**src/rtl/mem_arbiter.sv**
```systemverilog
// Round-robin arbiter sharing one single-port synchronous memory among NUM_REQ requesters.
// Define MEM_ARB_TIMEOUT_EN to add the WAIT-state watchdog (drives req_err).
module mem_arbiter #(
   parameter int NUM_REQ    = 4,
   parameter int WIDTH      = 8,
   parameter int DEPTH      = 256,
   parameter int ADDR_WIDTH = $clog2(DEPTH),
   parameter int TIMEOUT    = 16
) (
   input  logic                          clk,
   input  logic                          res,
   input  logic [NUM_REQ-1:0]            req_valid,
   input  logic [NUM_REQ-1:0]            req_wr_rd,
   input  logic [NUM_REQ*ADDR_WIDTH-1:0] req_addr,
   input  logic [NUM_REQ*WIDTH-1:0]      req_wdata,
   output logic [NUM_REQ-1:0]            req_ready,
   output logic [WIDTH-1:0]              req_rdata,
   output logic [NUM_REQ-1:0]            req_err,
   output logic                          busy,
   output logic [$clog2(NUM_REQ)-1:0]    grant_id,
   output logic                          mem_valid,
   output logic                          mem_wr_rd,
   output logic [ADDR_WIDTH-1:0]         mem_addr,
   output logic [WIDTH-1:0]              mem_wdata,
   input  logic [WIDTH-1:0]              mem_rdata,
   input  logic                          mem_ready
);

   localparam int GW = $clog2(NUM_REQ);

   if (NUM_REQ < 2 || NUM_REQ > 16 || TIMEOUT < 2) begin : g_bad_params
      $error("mem_arbiter: parameter out of range");
   end

   typedef enum logic [1:0] {IDLE, ISSUE, WAIT, DONE} state_t;

   state_t                 state_q, state_d;
   logic [GW-1:0]          last_grant_q, last_grant_d;
   logic [GW-1:0]          grant_id_q, grant_id_d;
   logic                   busy_q, busy_d;
   logic                   mem_valid_q, mem_valid_d;
   logic                   mem_wr_rd_q, mem_wr_rd_d;
   logic [ADDR_WIDTH-1:0]  mem_addr_q, mem_addr_d;
   logic [WIDTH-1:0]       mem_wdata_q, mem_wdata_d;
   logic [NUM_REQ-1:0]     req_ready_q, req_ready_d;
   logic [WIDTH-1:0]       req_rdata_q, req_rdata_d;

   logic                   found;
   logic [GW-1:0]          win;
   logic                   win_wr;
   logic [ADDR_WIDTH-1:0]  win_addr;
   logic [WIDTH-1:0]       win_wdata;

   // Two passes: indices above last_grant first, then wrap to 0..last_grant.
   always_comb begin
      found     = 1'b0;
      win       = '0;
      win_wr    = 1'b0;
      win_addr  = '0;
      win_wdata = '0;
      for (int j = 0; j < NUM_REQ; j++) begin
         if (!found && req_valid[j] && j > int'(last_grant_q)) begin
            found     = 1'b1;
            win       = GW'(j);
            win_wr    = req_wr_rd[j];
            win_addr  = req_addr[j*ADDR_WIDTH +: ADDR_WIDTH];
            win_wdata = req_wdata[j*WIDTH +: WIDTH];
         end
      end
      for (int j = 0; j < NUM_REQ; j++) begin
         if (!found && req_valid[j] && j <= int'(last_grant_q)) begin
            found     = 1'b1;
            win       = GW'(j);
            win_wr    = req_wr_rd[j];
            win_addr  = req_addr[j*ADDR_WIDTH +: ADDR_WIDTH];
            win_wdata = req_wdata[j*WIDTH +: WIDTH];
         end
      end
   end

`ifdef MEM_ARB_TIMEOUT_EN
   localparam int CW = (TIMEOUT > 2) ? $clog2(TIMEOUT) : 1;

   logic [CW-1:0]      tmo_cnt_q, tmo_cnt_d;
   logic [NUM_REQ-1:0] req_err_q, req_err_d;
   logic               tmo_hit;

   assign tmo_hit = (tmo_cnt_q == CW'(TIMEOUT - 1));

   // Cleared while in ISSUE so it starts at zero on WAIT entry.
   always_comb begin
      tmo_cnt_d = '0;
      if (state_q == WAIT) tmo_cnt_d = tmo_cnt_q + 1'b1;
   end

   always_ff @(posedge clk or negedge res) begin
      if (!res) begin
         tmo_cnt_q <= '0;
         req_err_q <= '0;
      end else begin
         tmo_cnt_q <= tmo_cnt_d;
         req_err_q <= req_err_d;
      end
   end

   assign req_err = req_err_q;
`else
   assign req_err = '0;
`endif

   always_comb begin
      state_d      = state_q;
      last_grant_d = last_grant_q;
      grant_id_d   = grant_id_q;
      mem_valid_d  = 1'b0;
      mem_wr_rd_d  = mem_wr_rd_q;
      mem_addr_d   = mem_addr_q;
      mem_wdata_d  = mem_wdata_q;
      req_ready_d  = '0;
      req_rdata_d  = '0;
`ifdef MEM_ARB_TIMEOUT_EN
      req_err_d    = '0;
`endif
      unique case (state_q)
         IDLE: begin
            if (found) begin
               state_d     = ISSUE;
               grant_id_d  = win;
               mem_valid_d = 1'b1;
               mem_wr_rd_d = win_wr;
               mem_addr_d  = win_addr;
               mem_wdata_d = win_wdata;
            end
         end
         ISSUE: state_d = WAIT;
         WAIT: begin
            if (mem_ready) begin
               state_d      = DONE;
               req_ready_d  = NUM_REQ'(1) << grant_id_q;
               req_rdata_d  = mem_wr_rd_q ? '0 : mem_rdata;
               last_grant_d = grant_id_q;
            end
`ifdef MEM_ARB_TIMEOUT_EN
            else if (tmo_hit) begin
               state_d      = DONE;
               req_ready_d  = NUM_REQ'(1) << grant_id_q;
               req_err_d    = NUM_REQ'(1) << grant_id_q;
               last_grant_d = grant_id_q;
            end
`endif
         end
         DONE: state_d = IDLE;
         default: state_d = IDLE;
      endcase
      busy_d = (state_d != IDLE);
   end

   always_ff @(posedge clk or negedge res) begin
      if (!res) begin
         state_q      <= IDLE;
         last_grant_q <= GW'(NUM_REQ - 1);
         grant_id_q   <= '0;
         busy_q       <= 1'b0;
         mem_valid_q  <= 1'b0;
         mem_wr_rd_q  <= 1'b0;
         mem_addr_q   <= '0;
         mem_wdata_q  <= '0;
         req_ready_q  <= '0;
         req_rdata_q  <= '0;
      end else begin
         state_q      <= state_d;
         last_grant_q <= last_grant_d;
         grant_id_q   <= grant_id_d;
         busy_q       <= busy_d;
         mem_valid_q  <= mem_valid_d;
         mem_wr_rd_q  <= mem_wr_rd_d;
         mem_addr_q   <= mem_addr_d;
         mem_wdata_q  <= mem_wdata_d;
         req_ready_q  <= req_ready_d;
         req_rdata_q  <= req_rdata_d;
      end
   end

   assign req_ready = req_ready_q;
   assign req_rdata = req_rdata_q;
   assign busy      = busy_q;
   assign grant_id  = grant_id_q;
   assign mem_valid = mem_valid_q;
   assign mem_wr_rd = mem_wr_rd_q;
   assign mem_addr  = mem_addr_q;
   assign mem_wdata = mem_wdata_q;

endmodule

```
**config.mk**
```make
export PLATFORM = sky130hd
export DESIGN_NAME = mem_arbiter
export DESIGN_NICKNAME = d
export VERILOG_FILES = /design/src/rtl/mem_arbiter.sv
export SDC_FILE = /design/constraint.sdc
export NUM_CORES = 1
export LEC_CHECK = 0
export ABC_AREA = 1
export BUFFER_PORTS_ARGS = -buffer_cell sky130_fd_sc_hd__buf_2
export CAP_MARGIN = 15
export CORE_UTILIZATION = 44
export CTS_CLUSTER_DIAMETER = 50
export CTS_CLUSTER_SIZE = 14
export DETAILED_ROUTE_END_ITERATION = 10
export GPL_ROUTABILITY_DRIVEN = 1
export PLACE_DENSITY = 0.84
export SYNTH_ARGS = -nofsm -noshare
export SYNTH_HDL_FRONTEND = slang
export SYNTH_SLANG_ARGS = --single-unit
```
**constraint.sdc**
```tcl
create_clock -name clk -period 1.7 [get_ports clk]
set_clock_uncertainty 0.1 [all_clocks]
set_input_delay 0.085 -clock clk [delete_from_list [all_inputs] [get_ports clk]]
set_output_delay 0.085 -clock clk [all_outputs]
set_load 0.1 [all_outputs]
```
==> results of run 1 <==
## cells in the mapped netlist (all sizes together)
cell type,instances
a21oi,10
buf,21
clkbuf,5
conb,1
dfrtp,35
dfstp,2
ha,3
inv,56
nand2,88
nand3,47
nand4,21
nor2,127
nor3,1
o21a,1
o21ai,11
or2,1
## cells by family (layout without fill, tap and decap cells)
family                     count (synthesis)  in the layout  synth area share, %
and+or+nand+nor                          285            286                 46.8
buffers and inverters                     82            211                 14.2
DFF                                       37             37                 33.4
AOI/OAI and AO/OA                         22             22                 4.05
adders and majority gates                  3              3                 1.35
other                                      1              4                0.135
## stage by stage
stage / setup WS (ns) / total power [mW] / hold WS [ns]
floorplan: 0.00519 / 5.15 / -0.311
global placement: -0.0105 / 6.02 / -0.0926
detailed placement: -0.0735 / 6.09 / -0.0883
CTS: -0.0630 / 7.10 / 0.0147
global route: -0.184 / 7.51 / 0.0516
finish: -0.0522 / 7.10 / 0.0287
## power breakdown
group,internal [mW],leakage [nW],switching (mW)
sequential,1.23,0.459,0.190
combinational,1.12,1.68,3.62
clock,0.591,0.0687,0.356
total,2.94,2.21,4.16
## final timing paths
check | endpoint | slack (ns) | depth (start not counted)
max in group asynchronous | mem_wdata[6] | 0.84 | 3
hold / removal | mem_wr_rd | 0.03 | 5
min in group asynchronous | req_rdata[5] | 0.13 | 2
setup / recovery | mem_wr_rd | -0.05 | 10
hold reg to reg | last_grant_q[0] | 0.39 | 2
setup reg to reg | mem_wr_rd | -0.05 | 10
## area by class of cell
class / instances / area, µm²
inverters: 56 / 215
multi-input cells: 315 / 1520
fillers: 572 / 2180
well taps: 75 / 93.8
clock buffers: 5 / 68.8
flip-flops and latches: 37 / 928
repair buffers: 147 / 911
clock inverters: 3 / 68.8
## worst max-delay path, cell delays in order (launching register included)
cell and delay, ns:
dfstp_2 0.56, nand2_1 0.07, nand2_2 0.09, nand3_2 0.10, nor2_4 0.18, nand4_4 0.14
buf_12 0.19, nor2_1 0.09, nor2_1 0.05, nand2_1 0.06, nand2_1 0.04
## layer usage
layer	share of wire (%)	vias up
met3	5.9	16
li1	-	1596
met5	0	-
met2	49	124
met4	1.6	0
met1	44	1421
## state kept, by name (all words and copies together), names as in the netlist
name / cells
last_grant_q: 2
busy: 1
req_rdata: 8
mem_valid: 1
mem_wr_rd: 1
mem_wdata: 8
state_q: 2
mem_addr: 8
grant_id: 2
req_ready: 4
## what timing repair did
action,in CTS,in global routing
pin swaps,8,2
endpoints found under the setup margin,21,21
hold buffers,10,0
setup buffers,0,0
cloned,1,0
gates resized for setup,3,11
endpoints found under the hold margin,47,0
==> summary.md, run 1 <==
| Metric | Value |
|---|---|
| Minimum clock period after layout | between 1.5 and 2 ns |
| Synthesized cell area | around 0.0028 mm² |
| Violated checks | negative setup slack |
| Final setup vio count | 21 |
| Die H | roughly 81 µm |
| Core area | 0.00599 mm² |
| GRT Resource Usage Total | between 20% and 30% |
| Hold Crit Class | in -> reg |
| Average vias per placed instance | around 4.9 |
| Crit Path Class | reg -> reg |
| 1st-pass router iterations | 4 |
| Area share of the largest cell type after synthesis | a little under a third |
| First-pass GRT wire length | approximately 13000 µm |
| Overflow after GRT | 0 |
| Core Rows | 28 |
| Design area | ~0.0038 mm² |
| Post-route ant nets | 0 |
| Cells after synthesis | 430 |
| Worst Setup End Kind | flop |
| CP Launch Type | flop |
| Vias in the first global route | about 2900 |
| Antenna violations before repair | 0 |
| Gr busiest metal | met2 |
| Max Freq | between 500 and 600 MHz |
| Min setup slack post-route | -0.0522 ns |
| Area grow syn2layout | 37.0% |
| Dpl cells | 619 |
| Largest net degree at the start of global routing | 20 |
| Share of cells above drive strength 1 | a little under a third |
| PwrDens | roughly 1900 mW/mm² |
| Fin crit share | 103% |
| Routed WL | 8670 µm |
| Die X | slightly above 80 µm |
| Diodes inserted | 0 |
| GR Util met3 | 4.67% |
| Clock Path Buffers | 2 |
| Via count | between 3000 and 4000 |
| Maximum vdd drop | approximately 1.4 mV |
| Synthesized flop and latch total | 37 |
| Run status | complete, but fails checks |
| Met1 Resource Use GR | around a third |
| DRC Markers | 0 |
| Final Hold Fails | 0 |
| # Max-Cap Violations | 0 |
| Synth top area cells | dfrtp_1 32%, nor2_1 17%, nand2_1 11%, nand3_1 8.1%, inv_1 7.0% |
| CTS tree | yes |
| Critical Path RT | 1.79 ns |
| Most frequent cells in the layout | 116 x nor2_1, 115 x buf_2, 82 x nand2_1 |
| GR Layer Usage met2 | a little under half |
| Sequential cell area fraction in the yosys report | around 33% |
| Clk_lat worst skew | 0.30 ns |
| R2R Path Start | last_grant_q[1] |
| Die area | 0.00664 mm² |
| Clock sinks | 37 |
| Nets | 648 |
| Mean Syn Cell Area | 6.46 µm² |
| Setup TNS | -0.873 ns |
| Root Driver | clkbuf_8 |
| Routability Congestion | ~0.9 |
| CTS Buf Count | 5 |
| Cell Count, Final, Fillers Out | around 640 |
| Final Util | approximately 64% |
| Post-DP HPWL | roughly 6200 µm |
| Worst EP arrival | 1.85 ns |
| DP Area | about 0.0035 mm² |
| Yosys warns | 0 |
| Critical Path Source | last_grant_q[1] |
| CP max FO | 19 |
| HP Start | req_wr_rd[3] |
| CTS H-tree depth | 2 |
| Count of input and output buffers | between 100 and 150 |
| Commonest non-fill, non-tap cell in the layout | nor2_1 |
| Wire per inst | ~14 µm |
| Final Slew Violations | 0 |
| Clock transition at the registers of the reported paths | ~0.080 ns |
| Count of different cell masters after synthesis | 30 |
| Initial DRC count | ~160 |
| RSZ-0062 raised after global routing | yes |
| Boundary pin count | 120 |
| Post-synth top area cell | dfrtp_1 |
| Initial core utilization | between 40 and 50% |
| Leak | about 2.2 nW |
Note: power is estimated with default switching activity, not from simulation.
==> run 2, diff against run 1 <==
==> config.mk (replaced) <==
export PLATFORM = sky130hd
export DESIGN_NAME = mem_arbiter
export DESIGN_NICKNAME = d
export VERILOG_FILES = /design/src/rtl/mem_arbiter.sv
export SDC_FILE = /design/constraint.sdc
export NUM_CORES = 1
export LEC_CHECK = 0
export BUFFER_PORTS_ARGS = -buffer_cell sky130_fd_sc_hd__buf_2
export CAP_MARGIN = 15
export CORE_UTILIZATION = 42
export CTS_BUF_LIST = sky130_fd_sc_hd__clkbuf_16
export CTS_CLUSTER_DIAMETER = 50
export CTS_CLUSTER_SIZE = 14
export DETAILED_ROUTE_END_ITERATION = 10
export GPL_ROUTABILITY_DRIVEN = 1
export PLACE_DENSITY = 0.82
export RECOVER_POWER = 100
export SYNTH_ARGS = -nofsm -noshare
export SYNTH_HDL_FRONTEND = slang
export SYNTH_SLANG_ARGS = --single-unit
==> run 2 against run 1 <==
The flow still finishes with violations (negative setup slack); global-route usage increased by 3.6 points; largest cell class unchanged; maximum frequency decreased by 3.2%; register-to-register slack got worse by 0.06 ns; die area decreased by 4.3%.
==> summary.md, run 2 <==
| Metric | Value |
|---|---|
| Reg2Reg Depth | 5 (was 10) |
| Routed WL | 9380 µm (was 8670 µm) |
| RR Endpoint | mem_wdata[3] (was mem_wr_rd) |
| Vias in the first global route | 3117 (was 2870) |
| Design area | 0.00386 mm² (was 0.00381 mm²) |
| Final setup vio count | 17 (was 21) |
| Die H | 79.7 µm (was 81.5 µm) |
| Root Driver | clkbuf_16 (was clkbuf_8) |
| Slew HR | 36.0% |
| CTS H-tree depth | 2 (unchanged) |
| Share of cells above drive strength 1 | 43.9% (was 31.3%) |
| Post-synth top area cell | dfrtp_1 (unchanged) |
| Crit-path cells | nand2b_4 -> nand3_2 -> a21o_1 -> a311o_1 -> a221oi_2 (was nand2_1 -> nand2_2 -> nand3_2 -> nor2_4 -> nand4_4 -> buf_12 -> nor2_1 -> nor2_1 -> nand2_1 -> nand2_1) |
| Final Slew Violations | 0 (unchanged) |
| Average vias per placed instance | 6.16 (was 4.95) |
| First-pass GRT wire length | 14700 µm (was 13300 µm) |
| Clock transition at the registers of the reported paths | 0.06 ns (was 0.08 ns) |
| R2R setup slack | -0.11 ns (was -0.05 ns) |
| Wire per inst | 18.1 µm (was 13.6 µm) |
| Boundary pin count | 120 (unchanged) |
| Initial core utilization | 44.7% (was 46.4%) |
| GRT Resource Usage Total | 30.2% (was 26.6%) |
| Count leader, synth | dfrtp_1 (was nor2_1) |
| Via count | 3195 (was 3157) |
| CP max FO | 8 (was 19) |
| Max stage delay on crit path | 0.62 ns (was 0.56 ns) |
| Largest net degree at the start of global routing | 38 (was 20) |
| Max Freq | 552 MHz (was 571 MHz) |
| Clock Path Buffers | 2 (unchanged) |
| Yosys warns | 0 (unchanged) |
| Die X | 79.7 µm (was 81.5 µm) |
| WP depth | 5 (was 10) |
| Worst EP arrival | 1.90 ns (was 1.85 ns) |
| Commonest cells post-synth | 35 x dfrtp_1, 24 x o22ai_1, 17 x nor2_1 (was 124 x nor2_1, 83 x nand2_1, 52 x inv_1) |
| Post-DP HPWL | 6110 µm (was 6220 µm) |
| Mean Syn Cell Area | 8.77 µm² (was 6.46 µm²) |
| Post-route ant nets | 0 (unchanged) |
| Crit Path Class | reg -> reg (unchanged) |
| Clock sinks | 37 (unchanged) |
| CP Launch Type | flop (unchanged) |
| Violated checks | negative setup slack (unchanged) |
| Maximum vdd drop | 1.39 mV (was 1.43 mV) |
| Synthesized flop and latch total | 37 (unchanged) |
| Critical Path Source | last_grant_q[0] (was last_grant_q[1]) |
| EDFF count, synth | 0 (unchanged) |
| Routability Congestion | 0.907 (was 0.880) |
| Count of different cell masters after synthesis | 45 (was 30) |
| Final Util | 68.0% (was 63.6%) |
| Commonest non-fill, non-tap cell in the layout | buf_2 (was nor2_1) |
| R2R Path Start | last_grant_q[0] (was last_grant_q[1]) |
| Core area | 0.00568 mm² (was 0.00599 mm²) |
| CTS tree | yes (unchanged) |
| DP Worst Slack | -0.204 ns (was -0.0735 ns) |
| Top delay family on crit path | compound AO/OA/AOI/OAI gates (was simple AND/OR/NAND/NOR gates) |
| PwrDens | 1930 mW/mm² (was 1870 mW/mm²) |
| DRC Markers | 0 (unchanged) |
| Die area | 0.00635 mm² (was 0.00664 mm²) |
| Worst hold-check slack | 0.00410 ns (was 0.0287 ns) |
| Cells after synthesis | 289 (was 430) |
| CTS Buf Count | 5 (unchanged) |
| Min setup slack post-route | -0.110 ns (was -0.0522 ns) |
| Synth top area cells | dfrtp_1 35%, o22ai_1 5.9%, and3b_1 4.8%, nor3b_1 4.1%, a31oi_1 3.7% (was dfrtp_1 32%, nor2_1 17%, nand2_1 11%, nand3_1 8.1%, inv_1 7.0%) |
| Critical Path RT | 1.79 ns (about the same) |
| Area grow syn2layout | 52.3% (was 37.0%) |
| Final Hold Fails | 0 (unchanged) |
| Nets | 531 (was 648) |
| Sequential cell area fraction in the yosys report | 36.6% (was 33.4%) |
| Core Rows | 27 (was 28) |
| Worst Setup End Kind | flop (unchanged) |
| 1st-pass router iterations | 5 (was 4) |
| Minimum clock period after layout | 1.81 ns (was 1.75 ns) |
| Critical Path End | mem_wdata[3] (was mem_wr_rd) |
| DP Area | 0.00333 mm² (was 0.00352 mm²) |
| Fin crit share | 106% (was 103%) |
| Measured slew at the worst slew-check pin | about 0.96 ns |
| Count of input and output buffers | 115 (unchanged) |
| Main synth FF type | dfrtp_1 (unchanged) |
| Antenna violations before repair | 0 (unchanged) |
| Clk_lat worst skew | 0.29 ns (was 0.30 ns) |
| Critical-path top delay cell | dfstp_2 (unchanged) |
| Overflow after GRT | 0 (unchanged) |
| Most frequent cells in the layout | 82 x buf_2, 35 x dfrtp_1, 34 x clkbuf_2 (was 116 x nor2_1, 115 x buf_2, 82 x nand2_1) |
| Run status | complete, but fails checks (unchanged) |
| Hold Crit Class | in -> reg (unchanged) |
| RSZ-0062 raised after global routing | yes (unchanged) |
| FFs w/ async S/R, synth | 100% (unchanged) |
| Initial DRC count | 331 (was 158) |
| Buffers plus inverters on the worst setup path | 0 (was 1) |
| Synthesized cell area | 0.00253 mm² (was 0.00278 mm²) |
| # Max-Cap Violations | 0 (unchanged) |
| Layout fillers | 438 (was 572) |
| Leak | 1.87 nW (was 2.21 nW) |
| Area share of the largest cell type after synthesis | 34.6% (was 31.5%) |
[run 2: cell count changes after synthesis, sizes merged, moves of 15 or more]
cell,before,now
nand2,88,14
nor2,127,18
nand3,47,9
inv,56,5
o22ai,0,24
nand4,21,2
a31oi,0,15
[run 2: layout make-up]
class	instances	area (µm²)	area share, %
diodes	1	2.50	0.0648
flip-flops and latches	37	928	24.0
clock buffers	5	125	3.24
clock inverters	3	25.0	0.648
well taps	72	90.1	2.33
multi-input cells	225	1610	41.6
inverters	5	18.8	0.486
repair buffers	171	1060	27.6
[run 2: cells by family after synthesis]
family | share of synthesized area, %
AO/OA/AOI/OAI | 28.2
adder cells (fa/ha/maj) | 1.48
buffers and inverters | 6.17
flip-flops | 36.6
other | 0.148
AND/OR/NAND/NOR | 27.3
[run 2: per-stage QoR]
| stage | power (mW) | TNS [ns] | std cells |
|---|---|---|---|
| 6_report | 7.44 | -0.979 | 519 |
| 4_1_cts | 7.22 | -0.509 | 518 |
| 2_1_floorplan | 5.11 | -0.185 | 292 |
| 3_5_place_dp | 6.11 | -2.33 | 485 |
| 3_3_place_gp | 6.03 | -1.53 | 485 |
| 5_1_grt | 7.73 | -2.01 | 518 |
[run 2: per-layer routing]
layer  routed length, µm  global-route usage [%]  vias up
li1                    -                       -     1424
met2                4490                    50.9      233
met5                   0                       0        -
met4                 446                    16.0        0
met3                 923                    5.37       48
met1                3530                    36.4     1490
[run 2: worst min path at each step]
stage | slack (ns) | startpoint | endpoint | cells past startpoint
after CTS | 0.0002 | req_wdata[25] | mem_wdata[1] | 3
final | 0.004 | req_wdata[25] | mem_wdata[1] | 3
after global routing | 0.02 | req_addr[30] | mem_addr[6] | 3
after detailed placement | 0.07 | res | req_rdata[4] | 2
after floorplan | -0.31 | res | busy | 0
after global placement | 0.06 | res | req_rdata[3] | 2
[run 2: timing repair]
item | in CTS | in global routing
setup buffers | 4 | 0
pin swaps | 7 | 13
resized for setup | 9 | 20
hold buffers | 21 | 0
setup endpoints to repair | 17 | 25
hold endpoints to repair | 55 | 0
[run 2: tightest hold or removal path, delay by kind of cell]
kind	cells	cell delay, ns
buffers and inverters	1	0.09
AOI/OAI and AO/OA	2	0.18
[run 2: power breakdown]
group          total, mW  leakage [nW]  internal, mW  switching [mW]
logic               5.01          1.35          1.40            3.61
clock network      0.955        0.0704         0.551           0.404
registers           1.47         0.458          1.23           0.239
